File: src/rtl/ctrl_pkg.sv
// Opcode map, execute-command and branch encodings, and the control bundle
// shared by the decode stage and its combinational decoder.
package ctrl_pkg;

    localparam int OPC_W = 6;

    localparam logic [OPC_W-1:0] OP_NOP  = 6'b000000;
    localparam logic [OPC_W-1:0] OP_ADD  = 6'b000001;
    localparam logic [OPC_W-1:0] OP_SUB  = 6'b000011;
    localparam logic [OPC_W-1:0] OP_AND  = 6'b000101;
    localparam logic [OPC_W-1:0] OP_OR   = 6'b000110;
    localparam logic [OPC_W-1:0] OP_NOR  = 6'b000111;
    localparam logic [OPC_W-1:0] OP_XOR  = 6'b001000;
    localparam logic [OPC_W-1:0] OP_SLA  = 6'b001001;
    localparam logic [OPC_W-1:0] OP_SLL  = 6'b001010;
    localparam logic [OPC_W-1:0] OP_SRA  = 6'b001011;
    localparam logic [OPC_W-1:0] OP_SRL  = 6'b001100;
    localparam logic [OPC_W-1:0] OP_ADDI = 6'b100000;
    localparam logic [OPC_W-1:0] OP_SUBI = 6'b100001;
    localparam logic [OPC_W-1:0] OP_LD   = 6'b100100;
    localparam logic [OPC_W-1:0] OP_ST   = 6'b100101;
    localparam logic [OPC_W-1:0] OP_BEZ  = 6'b101000;
    localparam logic [OPC_W-1:0] OP_BNE  = 6'b101001;
    localparam logic [OPC_W-1:0] OP_JMP  = 6'b101010;

    localparam logic [3:0] EXE_ADD = 4'b0000;
    localparam logic [3:0] EXE_SUB = 4'b0010;
    localparam logic [3:0] EXE_AND = 4'b0100;
    localparam logic [3:0] EXE_OR  = 4'b0101;
    localparam logic [3:0] EXE_NOR = 4'b0110;
    localparam logic [3:0] EXE_XOR = 4'b0111;
    localparam logic [3:0] EXE_SHL = 4'b1000;
    localparam logic [3:0] EXE_SRA = 4'b1001;
    localparam logic [3:0] EXE_SRL = 4'b1010;

    localparam logic [1:0] BR_NONE = 2'b00;
    localparam logic [1:0] BR_BEZ  = 2'b01;
    localparam logic [1:0] BR_BNE  = 2'b10;
    localparam logic [1:0] BR_JMP  = 2'b11;

    typedef struct packed {
        logic [3:0] exec_cmd;
        logic       mem_r_en;
        logic       mem_w_en;
        logic       wb_en;
        logic       is_imm;
        logic       single_src;
        logic [1:0] branch_type;
    } ctrl_bundle_t;

    localparam ctrl_bundle_t CTRL_NOP = '{
        exec_cmd: EXE_ADD, mem_r_en: 1'b0, mem_w_en: 1'b0, wb_en: 1'b0,
        is_imm: 1'b0, single_src: 1'b0, branch_type: BR_NONE
    };

    function automatic ctrl_bundle_t make_ctrl(
        input logic [3:0] exec_cmd,
        input logic       mem_r_en,
        input logic       mem_w_en,
        input logic       wb_en,
        input logic       is_imm,
        input logic       single_src,
        input logic [1:0] branch_type
    );
        ctrl_bundle_t c;
        c.exec_cmd    = exec_cmd;
        c.mem_r_en    = mem_r_en;
        c.mem_w_en    = mem_w_en;
        c.wb_en       = wb_en;
        c.is_imm      = is_imm;
        c.single_src  = single_src;
        c.branch_type = branch_type;
        return c;
    endfunction

endpackage

File: src/rtl/ctrl_decode.sv
// Combinational opcode decoder: control bundle, illegal flag and which
// source operands the instruction actually reads.
module ctrl_decode
    import ctrl_pkg::*;
(
    input  logic [OPC_W-1:0] opcode,
    output ctrl_bundle_t     ctrl,
    output logic             illegal,
    output logic             use_src1,
    output logic             use_src2
);

    always_comb begin
        // NOTE: every output is given a default first so no path through the case infers a latch.
        ctrl     = CTRL_NOP;
        illegal  = 1'b0;
        use_src1 = 1'b0;
        use_src2 = 1'b0;

        //                              exec     mr    mw    wb    imm   single br
        case (opcode)
            OP_NOP:  ctrl = CTRL_NOP;
            OP_ADD:  ctrl = make_ctrl(EXE_ADD, 1'b0, 1'b0, 1'b1, 1'b0, 1'b0, BR_NONE);
            OP_SUB:  ctrl = make_ctrl(EXE_SUB, 1'b0, 1'b0, 1'b1, 1'b0, 1'b0, BR_NONE);
            OP_AND:  ctrl = make_ctrl(EXE_AND, 1'b0, 1'b0, 1'b1, 1'b0, 1'b0, BR_NONE);
            OP_OR:   ctrl = make_ctrl(EXE_OR,  1'b0, 1'b0, 1'b1, 1'b0, 1'b0, BR_NONE);
            OP_NOR:  ctrl = make_ctrl(EXE_NOR, 1'b0, 1'b0, 1'b1, 1'b0, 1'b0, BR_NONE);
            OP_XOR:  ctrl = make_ctrl(EXE_XOR, 1'b0, 1'b0, 1'b1, 1'b0, 1'b0, BR_NONE);
            OP_SLA,
            OP_SLL:  ctrl = make_ctrl(EXE_SHL, 1'b0, 1'b0, 1'b1, 1'b0, 1'b0, BR_NONE);
            OP_SRA:  ctrl = make_ctrl(EXE_SRA, 1'b0, 1'b0, 1'b1, 1'b0, 1'b0, BR_NONE);
            OP_SRL:  ctrl = make_ctrl(EXE_SRL, 1'b0, 1'b0, 1'b1, 1'b0, 1'b0, BR_NONE);
            OP_ADDI: ctrl = make_ctrl(EXE_ADD, 1'b0, 1'b0, 1'b1, 1'b1, 1'b1, BR_NONE);
            OP_SUBI: ctrl = make_ctrl(EXE_SUB, 1'b0, 1'b0, 1'b1, 1'b1, 1'b1, BR_NONE);
            OP_LD:   ctrl = make_ctrl(EXE_ADD, 1'b1, 1'b0, 1'b1, 1'b1, 1'b1, BR_NONE);
            OP_ST:   ctrl = make_ctrl(EXE_ADD, 1'b0, 1'b1, 1'b0, 1'b1, 1'b0, BR_NONE);
            OP_BEZ:  ctrl = make_ctrl(EXE_ADD, 1'b0, 1'b0, 1'b0, 1'b1, 1'b1, BR_BEZ);
            OP_BNE:  ctrl = make_ctrl(EXE_ADD, 1'b0, 1'b0, 1'b0, 1'b1, 1'b0, BR_BNE);
            OP_JMP:  ctrl = make_ctrl(EXE_ADD, 1'b0, 1'b0, 1'b0, 1'b1, 1'b1, BR_JMP);
            default: illegal = 1'b1;
        endcase

        // JMP carries only an immediate; single-source ops leave src2 unread.
        use_src1 = !illegal && (opcode != OP_NOP) && (opcode != OP_JMP);
        use_src2 = !illegal && (opcode != OP_NOP) && !ctrl.single_src;
    end

endmodule

File: src/rtl/ctrl_decode_stage.sv
// Registered control decode stage with valid/ready toward fetch, RAW hazard
// stall against a shadow of in-flight destinations, branch flush and illegal count.
module ctrl_decode_stage
    import ctrl_pkg::*;
#(
    parameter int REG_ADDR_W = 5,
    parameter int HAZ_DEPTH  = 3,   // 1..8
    parameter int CNT_W      = 8
) (
    input  logic                  clk,
    input  logic                  rst_n,
    input  logic                  in_valid,
    output logic                  in_ready,
    input  logic [OPC_W-1:0]      opcode,
    input  logic [REG_ADDR_W-1:0] src1,
    input  logic [REG_ADDR_W-1:0] src2,
    input  logic [REG_ADDR_W-1:0] dest,
    input  logic                  flush,
    output logic                  out_valid,
    output logic [3:0]            exec_cmd,
    output logic                  mem_r_en,
    output logic                  mem_w_en,
    output logic                  wb_en,
    output logic                  is_imm,
    output logic                  single_src,
    output logic [1:0]            branch_type,
    output logic [REG_ADDR_W-1:0] out_dest,
    output logic                  illegal,
    output logic [CNT_W-1:0]      illegal_cnt
);

    ctrl_bundle_t dec_ctrl;
    logic         dec_illegal;
    logic         use_src1;
    logic         use_src2;

    ctrl_decode u_decode (
        .opcode   (opcode),
        .ctrl     (dec_ctrl),
        .illegal  (dec_illegal),
        .use_src1 (use_src1),
        .use_src2 (use_src2)
    );

    // Shadow of the last HAZ_DEPTH issue slots; entry 0 mirrors the output register.
    logic [HAZ_DEPTH-1:0]  sh_valid;
    logic [HAZ_DEPTH-1:0]  sh_wb;
    logic [REG_ADDR_W-1:0] sh_dest [HAZ_DEPTH];

    logic         hazard;
    logic         issue;
    ctrl_bundle_t out_ctrl;

    always_comb begin
        hazard = 1'b0;
        for (int i = 0; i < HAZ_DEPTH; i++) begin
            if (sh_valid[i] && sh_wb[i]) begin
                if (use_src1 && (src1 != '0) && (src1 == sh_dest[i])) hazard = 1'b1;
                if (use_src2 && (src2 != '0) && (src2 == sh_dest[i])) hazard = 1'b1;
            end
        end
        hazard = hazard && in_valid;
    end

    // A flush consumes the input even when it is stalled.
    assign in_ready = rst_n && (!hazard || flush);
    assign issue    = in_valid && in_ready && !flush;

    always_ff @(posedge clk) begin
        // NOTE: state is written with <= so every flop samples values from before the edge.
        if (!rst_n) begin
            out_valid <= 1'b0;
            out_ctrl  <= CTRL_NOP;
            out_dest  <= '0;
            illegal   <= 1'b0;
        end else if (issue) begin
            out_valid <= 1'b1;
            out_ctrl  <= dec_ctrl;
            out_dest  <= dest;
            illegal   <= dec_illegal;
        end else begin
            out_valid <= 1'b0;
            out_ctrl  <= CTRL_NOP;
            out_dest  <= '0;
            illegal   <= 1'b0;
        end
    end

    always_ff @(posedge clk) begin
        if (!rst_n) begin
            sh_valid <= '0;
            sh_wb    <= '0;
        end else begin
            sh_valid[0] <= issue;
            sh_wb[0]    <= issue && dec_ctrl.wb_en;
            for (int i = 1; i < HAZ_DEPTH; i++) begin
                sh_valid[i] <= sh_valid[i-1];
                sh_wb[i]    <= sh_wb[i-1];
            end
        end
    end

    // NOTE: destination fields are left unreset; they are only ever read behind their valid bit.
    always_ff @(posedge clk) begin
        sh_dest[0] <= dest;
        for (int i = 1; i < HAZ_DEPTH; i++) begin
            sh_dest[i] <= sh_dest[i-1];
        end
    end

    always_ff @(posedge clk) begin
        if (!rst_n) begin
            illegal_cnt <= '0;
        end else if (issue && dec_illegal && !(&illegal_cnt)) begin
            illegal_cnt <= illegal_cnt + CNT_W'(1);
        end
    end

    assign exec_cmd    = out_ctrl.exec_cmd;
    assign mem_r_en    = out_ctrl.mem_r_en;
    assign mem_w_en    = out_ctrl.mem_w_en;
    assign wb_en       = out_ctrl.wb_en;
    assign is_imm      = out_ctrl.is_imm;
    assign single_src  = out_ctrl.single_src;
    assign branch_type = out_ctrl.branch_type;

endmodule

File: config.mk
export PLATFORM = sky130hd
export DESIGN_NAME = ctrl_decode_stage
export DESIGN_NICKNAME = d
export VERILOG_FILES = /design/src/rtl/ctrl_pkg.sv /design/src/rtl/ctrl_decode.sv /design/src/rtl/ctrl_decode_stage.sv
export SDC_FILE = /design/constraint.sdc
export NUM_CORES = 1
export LEC_CHECK = 0
export CORE_UTILIZATION = 40
export DETAILED_ROUTE_END_ITERATION = 8
export HOLD_SLACK_MARGIN = 0.02
export PLACE_DENSITY_LB_ADDON = 0.15
export SLEW_MARGIN = 20
export SYNTH_ARGS = -nofsm -noshare
export SYNTH_HDL_FRONTEND = slang
export SYNTH_SLANG_ARGS = --single-unit
File: constraint.sdc
create_clock -name clk -period 3.3 [get_ports clk]
set_clock_uncertainty 0.2 [all_clocks]
set_input_delay 0.825 -clock clk [delete_from_list [all_inputs] [get_ports clk]]
set_output_delay 0.825 -clock clk [all_outputs]
set_load 0.02 [all_outputs]
== Word level (Yosys, flattened, before mapping) ==
Memories as Yosys holds them, arrays and structs flattened.
Index checks and enable logic that the tools add are counted.
Word-level totals
  bits of input ports: 25
  register bits: 32
  output and inout port bits: 27
  memories: 1
  memory bits (writable): 15
  logic and storage cells: 85
Memory list
  sh_dest: depth 3, width 5, rd ports 3, clocked after memory_dff 0, write ports 3, line ctrl_decode_stage.sv:48  | logic [REG_ADDR_W-1:0] sh_dest [HAZ_DEPTH];
Cells by class
  reductions and logical operators: 34
  muxes and demuxes: 12
  eq/ne operators: 24
  add/sub/neg operators: 1
Operator list (count)
  $pmux W11 S16: 1
  $eq A6 B6 Y1 const B: 7
  $eq A5 B5 Y1: 6
  $eq A6 B4 Y1 const B: 5
  $logic_and A1 B1 Y1: 21
  $eq A6 B3 Y1 const B: 3
  $reduce_or A18 Y1: 1
  $mux W1: 11
  $reduce_bool A5 Y1: 2
  $add A8 B1 Y8 const B: 1
  $reduce_and A8 Y1: 1
  $eq A6 B1 Y1 const B: 1
  $eq A6 B2 Y1 const B: 1
  $logic_not A6 Y1: 1
  $ne A6 B6 Y1 const B: 1
  $reduce_bool A6 Y1: 1
  $logic_not A1 Y1: 4
  $reduce_and A2 Y1: 1
  $reduce_or A2 Y1: 1
  $logic_or A1 B1 Y1: 1

== Logic depth before layout (Yosys ltp) ==
  depth after elaboration: 23
  mapped depth: 8

== Hierarchy ==
A second synthesis with hierarchy kept.
Second synthesis, totals
  cell total of the unflattened synthesis: 232
  area, all modules: 2333.5 µm²
Modules (own cells, without submodules)
  ctrl_decode_stage: times used 1, cells an instance 168, area each 1856.8 µm²
  ctrl_decode: times used 1, cells an instance 64, area each 476.7 µm²

== Worst setup path after synthesis ==
OpenSTA, ideal clock, no wires.
  kind: input port to output port
  start: input opcode[4]
  end: output in_ready
  slack: -0.034 ns
  path buffers: 2
  arrival time: 2.309 ns
  required time: 2.275 ns
  cell stages on the path: 7
  cells stage by stage: clkbuf_1 > nor4_2 > o2bb2ai_4 > nand2b_2 > o22ai_4 > buf_6 > a21boi_1
On the way
  longest elaborated chain between the ends: 19
  elaborated cells on any way between the ends: 48
  classes of those cells: eq/ne (18); mux (10); reduce/logical (20)
RTL lines
  start: declaration: line ctrl_decode_stage.sv:14  | input logic [OPC_W-1:0] opcode,
  $eq A6 B4 Y1 (tied with other cells): line ctrl_decode.sv:21  | case (opcode)
  $reduce_or A2 Y1 / $reduce_or A18 Y1 (equally long branches)
  $pmux W11 S16 / $logic_and A1 B1 Y1 (equally long branches): line ctrl_decode.sv:21, ctrl_decode.sv:44, ctrl_decode.sv:45
  $logic_not A1 Y1 / $logic_and A1 B1 Y1 (equally long branches): line ctrl_decode.sv:45, ctrl_decode.sv:44
  $logic_and A1 B1 Y1, on equally long branches: line ctrl_decode.sv:45, ctrl_decode_stage.sv:58
  $logic_and A1 B1 Y1, on equally long branches: line ctrl_decode_stage.sv:59, ctrl_decode_stage.sv:58
  $logic_and A1 B1 Y1 / $mux W1 (equally long branches): line ctrl_decode_stage.sv:59, ctrl_decode_stage.sv:58
  $mux W1: line ctrl_decode_stage.sv:59  | if (use_src2 && (src2 != '0) && (src2 == sh_dest[i])) hazard = 1'b1;
  (+3 left out)
  $mux W1: line ctrl_decode_stage.sv:57  | if (sh_valid[i] && sh_wb[i]) begin
  $mux W1: line ctrl_decode_stage.sv:58  | if (use_src1 && (src1 != '0) && (src1 == sh_dest[i])) hazard = 1'b1;
  $mux W1: line ctrl_decode_stage.sv:59
  $mux W1 *: line ctrl_decode_stage.sv:57
  $logic_and A1 B1 Y1 *: line ctrl_decode_stage.sv:62  | hazard = hazard && in_valid;
  $logic_not A1 Y1 *: line ctrl_decode_stage.sv:66  | assign in_ready = rst_n && (!hazard || flush);
  $logic_or A1 B1 Y1 *: line ctrl_decode_stage.sv:66
  $logic_and A1 B1 Y1 *: line ctrl_decode_stage.sv:66
  end: declaration: line ctrl_decode_stage.sv:13  | output logic in_ready,
Every way passes the cells marked *; elsewhere a longest branch is shown, timed or not.

== Worst setup path after layout ==
  start: input src1[3]
  end: output in_ready
On the way
  longest elaborated chain between the ends: 16
  elaborated cells on any way between the ends: 21
  classes of those cells: eq/ne (3); mux (9); reduce/logical (9)
RTL lines
  start: declaration: line ctrl_decode_stage.sv:15  | input logic [REG_ADDR_W-1:0] src1,
  $reduce_bool A5 Y1: line ctrl_decode_stage.sv:58
  $logic_and A1 B1 Y1 (2 in series): line ctrl_decode_stage.sv:58
  $mux W1: line ctrl_decode_stage.sv:58
  $mux W1: line ctrl_decode_stage.sv:59
  $mux W1: line ctrl_decode_stage.sv:57
  $mux W1: line ctrl_decode_stage.sv:58
  $mux W1: line ctrl_decode_stage.sv:59
  $mux W1: line ctrl_decode_stage.sv:57
  $mux W1: line ctrl_decode_stage.sv:58
  $mux W1: line ctrl_decode_stage.sv:59
  $mux W1 *: line ctrl_decode_stage.sv:57
  $logic_and A1 B1 Y1 *: line ctrl_decode_stage.sv:62
  $logic_not A1 Y1 *: line ctrl_decode_stage.sv:66
  $logic_or A1 B1 Y1 *: line ctrl_decode_stage.sv:66
  $logic_and A1 B1 Y1 *: line ctrl_decode_stage.sv:66
Marked as above.

==> flow_metrics.py <==
metrics = {
    "sta": {
        "period_minus_slack_ps": 3234,
        "slew_headroom": 0.7579,
        "hold_viol_final": 0,
        "final.period_utilization": 0.9799,
        "slew_violations": 0,
        "tightest_slew_ps": 359.8,
        "fmax_mhz": 309.2,
        "finalSetupViolCount": 0,
    },
    "worst_setup_path": {
        "r2r_start": "sh_dest[0][2]",
        "cp_cell_sequence": "clkdlybuf4s15_1 > or4_4 > o2bb2ai_4 > nand2b_4 > o22ai_4 > a21boi_2 > buf_6",
        "path_delay_family": "simple AND/OR/NAND/NOR gates",
        "rrSetupSlack_ps": 1340,
        "cp-startpoint": "src1[3]",
        "timing.critical_path.buf_inv": 2,
        "critical_path_arrival_ps": 2210,
        "worstPathRequired_ps": 2270,
        "path_class": "in -> out",
        "critPathLaunchType": "primary input",
        "r2r_cells": 8,
        "cp_max_fo": 2,
        "r2r_end": "exec_cmd[3]",
        "max_stage_delay_ps": 520,
        "slowest_stage": "or4_4",
        "end_kind": "primary output",
    },
    "flow_run": {
        "drv_cap": 0,
    },
    "route": {
        "drc": 0,
        "drtAntennaViolNets": 0,
        "drtIter0Drc": 36,
        "wl_mm": 5.563,
        "vias_per_cell": 4.878,
        "dr.pass1.iters": 4,
        "num_vias": 1927,
        "routedWlPerCell_um": 14.08,
    },
    "final_layout": {
        "final_cells": 395,
        "fill_cells": 449,
        "area_growth_pct": 53.95,
        "antenna_cells": 0,
        "num-nets-final": 350,
        "layout_common_cells": "dfxtp_1 (46), buf_4 (40), clkdlybuf4s50_1 (34), nand2_1 (31)",
        "drive_gt1_frac": 0.3262,
        "layout_commonest_cell": "dfxtp_1",
    },
    "clock_network": {
        "htree_levels": 2,
        "cts_root_buffer": "clkbuf_8",
        "worstSkewPairLatency_ps": 300,
        "clock_path_buffers": 2,
        "clock-sinks": 46,
        "numCtsBuffers": 5,
        "clk_pin_slew_worst_paths_ps": 90,
        "postCtsHoldBufs": 0,
        "cts_tree": "yes",
    },
    "grt": {
        "grt.overflow.total": 0,
        "gr-usage-all-layers": 0.2073,
        "grt_pass1_vias": 1875,
        "grt_max_degree": 17,
        "antenna_found_initial": 0,
        "grt_pass1_wl_mm": 8.756,
    },
    "logic_synthesis": {
        "seq_area_frac_synth": 0.4279,
        "syn_avg_cell_area_um2": 9.357,
        "synth_cells": 230,
        "synth_area_um2": 2152,
        "yosysWarnings": 0,
        "synth_edf_count": 0,
        "synthFlopType": "dfxtp_1",
        "async_reset_ff_frac": 0,
        "ys_types": 50,
        "synth-seq-cells": 46,
        "synth_fp_nets": 256,
    },
    "placed_design": {
        "gp_congestion": 0.8985,
        "hpwl_mm": 3.999,
        "placed_cells": 379,
        "port_buffers": 51,
    },
    "hold_path": {
        "min_to": "sh_dest[0][9]",
        "hold-path-cell-count": 0,
        "hold_start": "sh_dest[0][4]",
        "min_path_type": "reg -> reg",
    },
    "power": {
        "vdd_drop_max_mv": 0.2217,
        "p_leak_nw": 1.312,
        "fin_total_pwr_mw": 1.235,
        "power.density_nw_per_um2": 372.7,
    },
    "floorplanning": {
        "core_area_um2": 5140,
        "fp.dieH_um": 75.35,
        "rows": 26,
        "initial_utilization": 0.4187,
        "die_w_um": 75.35,
        "ios": 52,
        "die-area_um2": 5678,
    },
    "status": {
        "status": "completed",
    },
}
[how the worst max path moves through the flow]
stage                     cells after the start  slack (ps)       end
after floorplan                               7          80  in_ready
after global placement                        8        -770  in_ready
after detailed placement                      8        -860  in_ready
after CTS                                     7          10  in_ready
after global routing                          8         -10  in_ready
final                                         7          70  in_ready
[power breakdown]
part	internal (mW)	leakage (nW)	total, mW	switching, mW
combinational	0.115	0.875	0.217	0.101
sequential	0.571	0.377	0.587	0.0160
clock	0.231	0.0591	0.431	0.200
total	0.917	1.31	1.23	0.317
[through the flow]
stage	setup TNS [ps]	area, um^2	setup WS [ps]	hold WS, ps	utilization
after floorplan	0	2156	80.44	173.2	-
after global placement	-770.6	2970	-770.6	190.0	0.5779
after detailed placement	-860.1	2970	-860.1	185.0	0.5779
after CTS	0	3254	9.926	208.1	0.6332
after global routing	-13.06	3313	-13.06	219.1	0.6446
final	0	3313	66.31	204.4	0.6446
[synth_stat cells (2+ instances only)]
cell type,instances,area share
inv_1,5,0.0087
nand2b_1,2,0.0058
nor2b_1,2,0.0058
nand3_1,3,0.0070
clkbuf_1,2,0.0035
nand4_1,9,0.026
nor2_1,18,0.031
mux2i_1,7,0.033
xnor2_1,25,0.10
o21ai_1,2,0.0047
dfxtp_1,46,0.43
nor4_1,6,0.017
nor4_2,2,0.012
xor2_1,6,0.024
a21oi_1,4,0.0093
o21ai_0,5,0.012
o22ai_1,2,0.0058
buf_6,3,0.016
or3_1,2,0.0058
a31oi_1,2,0.0058
and2_1,5,0.015
buf_4,2,0.0070
nor4b_1,2,0.0081
buf_2,3,0.0070
nand2_1,31,0.054
nor3_1,10,0.023
[final cells by class]
type | count | area, um^2 | share of cell area
clock buffer | 5 | 68.82 | 0.02077
clock inverter | 3 | 47.55 | 0.01435
inverter | 5 | 18.77 | 0.005665
multi-input combinational | 168 | 1340 | 0.4045
sequential | 46 | 920.9 | 0.2779
tap | 70 | 87.58 | 0.02644
timing repair buffer | 98 | 829.5 | 0.2504
[what timing repair did]
action | CTS | global route
gates cloned | 0 | 0
gates resized for setup | 56 | 35
setup buffers | 6 | 2
endpoints found under the setup margin | 1 | 1
endpoints found under the hold margin | 0 | 0
pin swaps | 17 | 15
[cell families (layout without fill, tap and decap cells)]
kind of cell / count (synthesis) / in the layout / synth area share
flip-flops: 46 / 46 / 0.4279
multiplexers: 8 / 8 / 0.03779
AO/OA/AOI/OAI: 27 / 27 / 0.1064
buffers and inverters: 16 / 111 / 0.04418
adder cells (fa/ha/maj): 1 / 1 / 0.005813
XOR/XNOR: 31 / 31 / 0.1262
AND/OR/NAND/NOR: 101 / 101 / 0.2517
[metal layers]
| layer | track usage | routed length, um | up-vias |
|---|---|---|---|
| met5 | 0 | 0 | - |
| met4 | 0.07613 | 78 | 0 |
| met3 | 0.03968 | 199 | 7 |
| met2 | 0.3532 | 2718 | 45 |
| met1 | 0.2613 | 2566 | 887 |
| li1 | - | - | 988 |
[flip-flops by register name, indices dropped and copies added, names as in the netlist]
signal       flops
sh_dest         15
branch_type      2
exec_cmd         4
illegal_cnt      8
single_src       1
mem_w_en         1
wb_en            1
out_dest         5
illegal          1
is_imm           1
sh_valid         3
mem_r_en         1
sh_wb            3
Power figures use the tool's default switching activity.
